==> config.mk <==
export PLATFORM = sky130hd
export DESIGN_NAME = gate_arbiter
export DESIGN_NICKNAME = d
export VERILOG_FILES = /design/src/rtl/gate_arbiter.sv
export SDC_FILE = /design/constraint.sdc
export NUM_CORES = 1
export LEC_CHECK = 0
export BUFFER_PORTS_ARGS = -buffer_cell sky130_fd_sc_hd__buf_2
export CORE_AREA = 10 10 77 79
export DETAILED_ROUTE_END_ITERATION = 8
export DIE_AREA = 0 0 87 89
export GPL_TIMING_DRIVEN = 0
export PLACE_DENSITY = 0.77
export SLEW_MARGIN = 20
export SYNTH_ARGS = -nofsm -noshare
export SYNTH_HDL_FRONTEND = slang
export SYNTH_SLANG_ARGS = --single-unit
==> constraint.sdc <==
create_clock -name clk -period 4.5 [get_ports clk]
set_clock_uncertainty 0.15 [all_clocks]
set_input_delay 0.675 -clock clk [delete_from_list [all_inputs] [get_ports clk]]
set_output_delay 0.675 -clock clk [all_outputs]
set_load 0.05 [all_outputs]
==> src/rtl/gate_arbiter.sv <==
// gate_arbiter
// Round-robin arbiter for eight parking-lot gates sharing one occupancy
// counter. Each gate raises req[i] with dir[i] (1 = entry, 0 = exit) and
// holds it until it sees grant[i]. A single-cycle grant applies the count
// update. The arbiter then waits for the granted gate to drop its request
// before it arbitrates again.
//
// Ports
//   clk       rising-edge clock
//   reset_n   asynchronous active-low reset
//   req[7:0]  per-gate service request
//   dir[7:0]  per-gate direction, sampled only for the granted gate
//   capacity  lot capacity (N bits, quasi-static)
//   select    index of the current/last granted gate (shared mux select)
//   grant     one-hot grant, high for exactly one cycle per transaction
//   count     current occupancy
//   full      count >= capacity
//   empty     count == 0
//   reject    pulse during a grant whose count update was refused
//
// state   | meaning
// --------+-------------------------------------------------------------
// IDLE    | no transaction; arbitrate among requests from ptr upward
// GRANT   | one cycle; grant[select] high, count updated at cycle end
// RELEASE | wait for req[select] to drop; other requests are ignored
module gate_arbiter #(
    parameter int N = 6
) (
    input  logic         clk,
    input  logic         reset_n,
    input  logic [7:0]   req,
    input  logic [7:0]   dir,
    input  logic [N-1:0] capacity,
    output logic [2:0]   select,
    output logic [7:0]   grant,
    output logic [N-1:0] count,
    output logic         full,
    output logic         empty,
    output logic         reject
);

    typedef enum logic [1:0] {IDLE, GRANT, RELEASE} state_t;

    localparam logic [N-1:0] CNT_ONE = 1;

    state_t       state_q, state_d;
    logic [2:0]   select_q, select_d;
    logic [2:0]   ptr_q, ptr_d;
    logic [N-1:0] count_q, count_d;

    logic         found;
    logic [2:0]   winner;
    logic [2:0]   idx;

    // Round-robin search starting at ptr; the 3-bit index wraps 7 -> 0.
    always_comb begin
        found  = 1'b0;
        winner = ptr_q;
        idx    = '0;
        for (int k = 0; k < 8; k++) begin
            idx = ptr_q + 3'(k);
            if (!found && req[idx]) begin
                found  = 1'b1;
                winner = idx;
            end
        end
    end

    // Full is compared against the live capacity, so lowering capacity
    // below the count blocks entries at once without touching the count.
    assign full   = (count_q >= capacity);
    assign empty  = (count_q == '0);
    assign reject = (state_q == GRANT) && (dir[select_q] ? full : empty);
    assign grant  = (state_q == GRANT) ? (8'b1 << select_q) : 8'b0;
    assign select = select_q;
    assign count  = count_q;

    always_comb begin
        state_d  = state_q;
        select_d = select_q;
        ptr_d    = ptr_q;
        count_d  = count_q;
        case (state_q)
            IDLE: begin
                if (found) begin
                    state_d  = GRANT;
                    select_d = winner;
                    ptr_d    = winner + 3'd1;
                end
            end
            GRANT: begin
                state_d = RELEASE;
                if (dir[select_q]) begin
                    if (!full) count_d = count_q + CNT_ONE;
                end else begin
                    if (!empty) count_d = count_q - CNT_ONE;
                end
            end
            RELEASE: begin
                if (!req[select_q]) state_d = IDLE;
            end
            default: state_d = IDLE;
        endcase
    end

    always_ff @(posedge clk or negedge reset_n) begin
        if (!reset_n) begin
            state_q  <= IDLE;
            select_q <= '0;
            ptr_q    <= '0;
            count_q  <= '0;
        end else begin
            state_q  <= state_d;
            select_q <= select_d;
            ptr_q    <= ptr_d;
            count_q  <= count_d;
        end
    end

endmodule

==> reports/qor.json <==
{
  "post-place-ws_ns": 0.620,
  "cts_resized": 0,
  "critPathMaxFanout": 10,
  "setup_viol": 0,
  "antenna_left": 0,
  "timing_hold_violations_final": 0,
  "totalWireLength_mm": 5.17,
  "gr-total-overflow": 0,
  "drc_errors": 0,
  "grt_start_max_net_pins": 15,
  "rsz_0062_raised_after_global_routing": "no",
  "io_pins": 44,
  "yosys_warnings": 0,
  "synth-seq-area-share": 0.164,
  "clk_pin_slew_ns": 0.06,
  "timing.critical_path.slowest_stage_cell": "mux4_1",
  "synth-async-reset-ratio": 1.00,
  "ys.flop_type": "dfrtp_1",
  "initial_utilization": 0.470,
  "syn_area_um2": 2130,
  "layout-drive-gt1-share": 0.327,
  "maxSlewHeadroom": 0.503,
  "cts_tree": "built",
  "synth.distinct_cells": 60,
  "ff2ff_setup_slack_ns": 0.57,
  "end_kind": "register",
  "antennaDiodeCount": 0,
  "drt_pre_antenna_iters": 4,
  "critical_path.startpoint_type": "register",
  "ys_ff_latch": 14,
  "layout.filler_cells": 393,
  "vias_in_the_first_global_route": 1863,
  "syn-instance-count": 216,
  "holdCritPathClass": "primary input to async pin",
  "grt_antenna_before_repair": 0,
  "min_period_over_period": 0.873,
  "detailedRoute.firstIterationViolations": 103,
  "maxClockFrequency_mhz": 255,
  "floorplan.die.height_um": 89,
  "port_buffers": 43,
  "r2r.worst_path.cells": 12,
  "detail_placement_hpwl_mm": 4.18,
  "cts-buffers-inserted": 3,
  "final_core_utilization": 0.545,
  "run_status": "completed",
  "gp_routability_congestion": 0.876,
  "die_area_um2": 7740,
  "syn-num-nets": 254,
  "route.vias.total": 1929,
  "crit_type": "register to register",
  "clkLatencyLatePin_ns": 0.24,
  "routed_wire_length_per_instance_um": 16.3,
  "worst_ep_required_time_ns": 4.50,
  "totalNegativeSetupSlack_ns": 0,
  "post_cts_buffers": 0,
  "fin_nets": 302,
  "core.rowCount": 25,
  "period_needed_ns": 3.93,
  "cap_viol_max_count": 0,
  "syn2layout_area_growth_pct": 15.8,
  "cells_along_the_critical_path": "buf_2, clkinv_1, ha_1, mux4_1, mux2i_4, o211ai_1, a31o_1, a21o_1, xnor2_2, ha_1, a211o_1, o211ai_1",
  "fin_worst_setup_slack_ns": 0.572,
  "htree_num_levels": 1,
  "cts_num_sinks": 14,
  "grt_pass1_wl_mm": 8.89,
  "ctsHoldBuffers": 0,
  "cts-root-buf": "clkbuf_8",
  "r2r_end": "ptr_q[2]",
  "clock_tree.buffer_depth": 2,
  "vias_per_cell": 6.09,
  "finalMaxSlewViolations": 0,
  "worst-slew-pin-transition_ns": 0.725,
  "synth-edff-count": 0,
  "r2r-start": "ptr_q[1]",
  "die-width_um": 87,
  "floorplan.core_area_um2": 4540,
  "crit_path_max_incr_delay_ns": 0.69,
  "grtUsageTotal": 0.136,
  "worstPathArrival_ns": 3.93,
  "synth.avg_cell_area_um2": 9.88
}
## critical path, delay by kind of cell (launching register included)
family,cells,cell delay (ns)
flip-flops,1,0.35
AO/OA/AOI/OAI,5,0.90
XOR/XNOR,1,0.15
buffers and inverters,2,0.60
adder cells (fa/ha/maj),2,0.68
multiplexers,2,1.01
## stage by stage
step	std cells	area [µm²]	hold WS, ns
4_1_cts	317	2470	0.176
5_1_grt	317	2470	0.186
3_3_place_gp	313	2420	0.381
3_5_place_dp	313	2420	0.380
6_report	317	2470	0.164
2_1_floorplan	216	2130	0.229
## Yosys cell counts, types with 2 or more instances
cell type | n | area (µm²)
nor2_1 | 18 | 67.6
nand2_1 | 16 | 60.1
dfrtp_1 | 14 | 350
ha_1 | 13 | 163
mux4_2 | 13 | 293
inv_1 | 12 | 45.0
a21oi_1 | 11 | 55.1
mux2i_1 | 11 | 110
nand2b_1 | 8 | 50.1
a21o_1 | 7 | 52.6
mux2_2 | 7 | 78.8
o21ai_0 | 6 | 30.0
clkbuf_1 | 5 | 18.8
mux4_1 | 5 | 131
nor2b_1 | 4 | 25.0
nor3_1 | 4 | 20.0
o211ai_1 | 4 | 30.0
xnor2_1 | 4 | 35.0
buf_2 | 3 | 15.0
nand3b_1 | 3 | 22.5
xor2_1 | 3 | 26.3
a211o_1 | 2 | 17.5
a32oi_1 | 2 | 17.5
mux2_4 | 2 | 30.0
mux2i_4 | 2 | 45.0
o21a_1 | 2 | 15.0
o21ai_1 | 2 | 10.0
## worst max path at each step
| stage | from | depth (start not counted) | end | slack, ns |
|---|---|---|---|---|
| final | ptr_q[1] | 12 | ptr_q[2] | 0.57 |
| after global routing | ptr_q[1] | 13 | ptr_q[2] | 0.30 |
| after CTS | ptr_q[1] | 12 | ptr_q[2] | 0.60 |
| after detailed placement | ptr_q[1] | 12 | ptr_q[2] | 0.62 |
| after global placement | ptr_q[1] | 12 | ptr_q[2] | 0.64 |
| after floorplan | count[1] | 5 | reject | 0.27 |
## kinds of logic after synthesis
kind of cell             share of synthesized area
AO/OA/AOI/OAI                                0.174
XOR/XNOR                                    0.0364
adder cells (fa/ha/maj)                     0.0856
buffers and inverters                       0.0551
flip-flops                                   0.164
multiplexers                                 0.329
AND/OR/NAND/NOR                              0.155
## layout by cell type (no fill, tap or decap), types with 4 or more instances in the layout
cell type  netlist  routed
a21o_1           7       7
a21oi_1         11      11
buf_2            3      46
clkbuf_1         5       5
clkbuf_8         0       4
dfrtp_1         14      14
ha_1            13      13
inv_1           12      12
mux2_2           7       7
mux2i_1         11      11
mux4_1           5       5
mux4_2          13      13
nand2_1         16      16
nand2b_1         8       8
nor2_1          18      18
nor2b_1          4       4
nor3_1           4       4
o211ai_1         4       4
o21ai_0          6       6
xnor2_1          4       4
## routing by layer
metal	vias up	GRT usage	wire length, µm
li1	920	-	-
met1	932	0.175	2270
met2	73	0.231	2360
met3	4	0.0237	499
met4	0	0.0309	38
met5	-	0	0
## registers in the layout, summed over array words and instances (netlist names)
register  flops
select        3
ptr_q         3
count         6
state_q       2
## final cells by class
| class | count | area, µm² | share of cell area |
|---|---|---|---|
| Multi-Input combinational cell | 178 | 1670 | 0.674 |
| Sequential cell | 14 | 350 | 0.142 |
| Timing Repair Buffer | 43 | 215 | 0.0871 |
| Tap cell | 54 | 67.6 | 0.0273 |
| Buffer | 10 | 65.1 | 0.0263 |
| Clock buffer | 4 | 55.1 | 0.0223 |
| Inverter | 14 | 52.6 | 0.0213 |
Power is not shown: default switching activity piles up to over one toggle a cycle in this logic, so the estimate is an artifact.
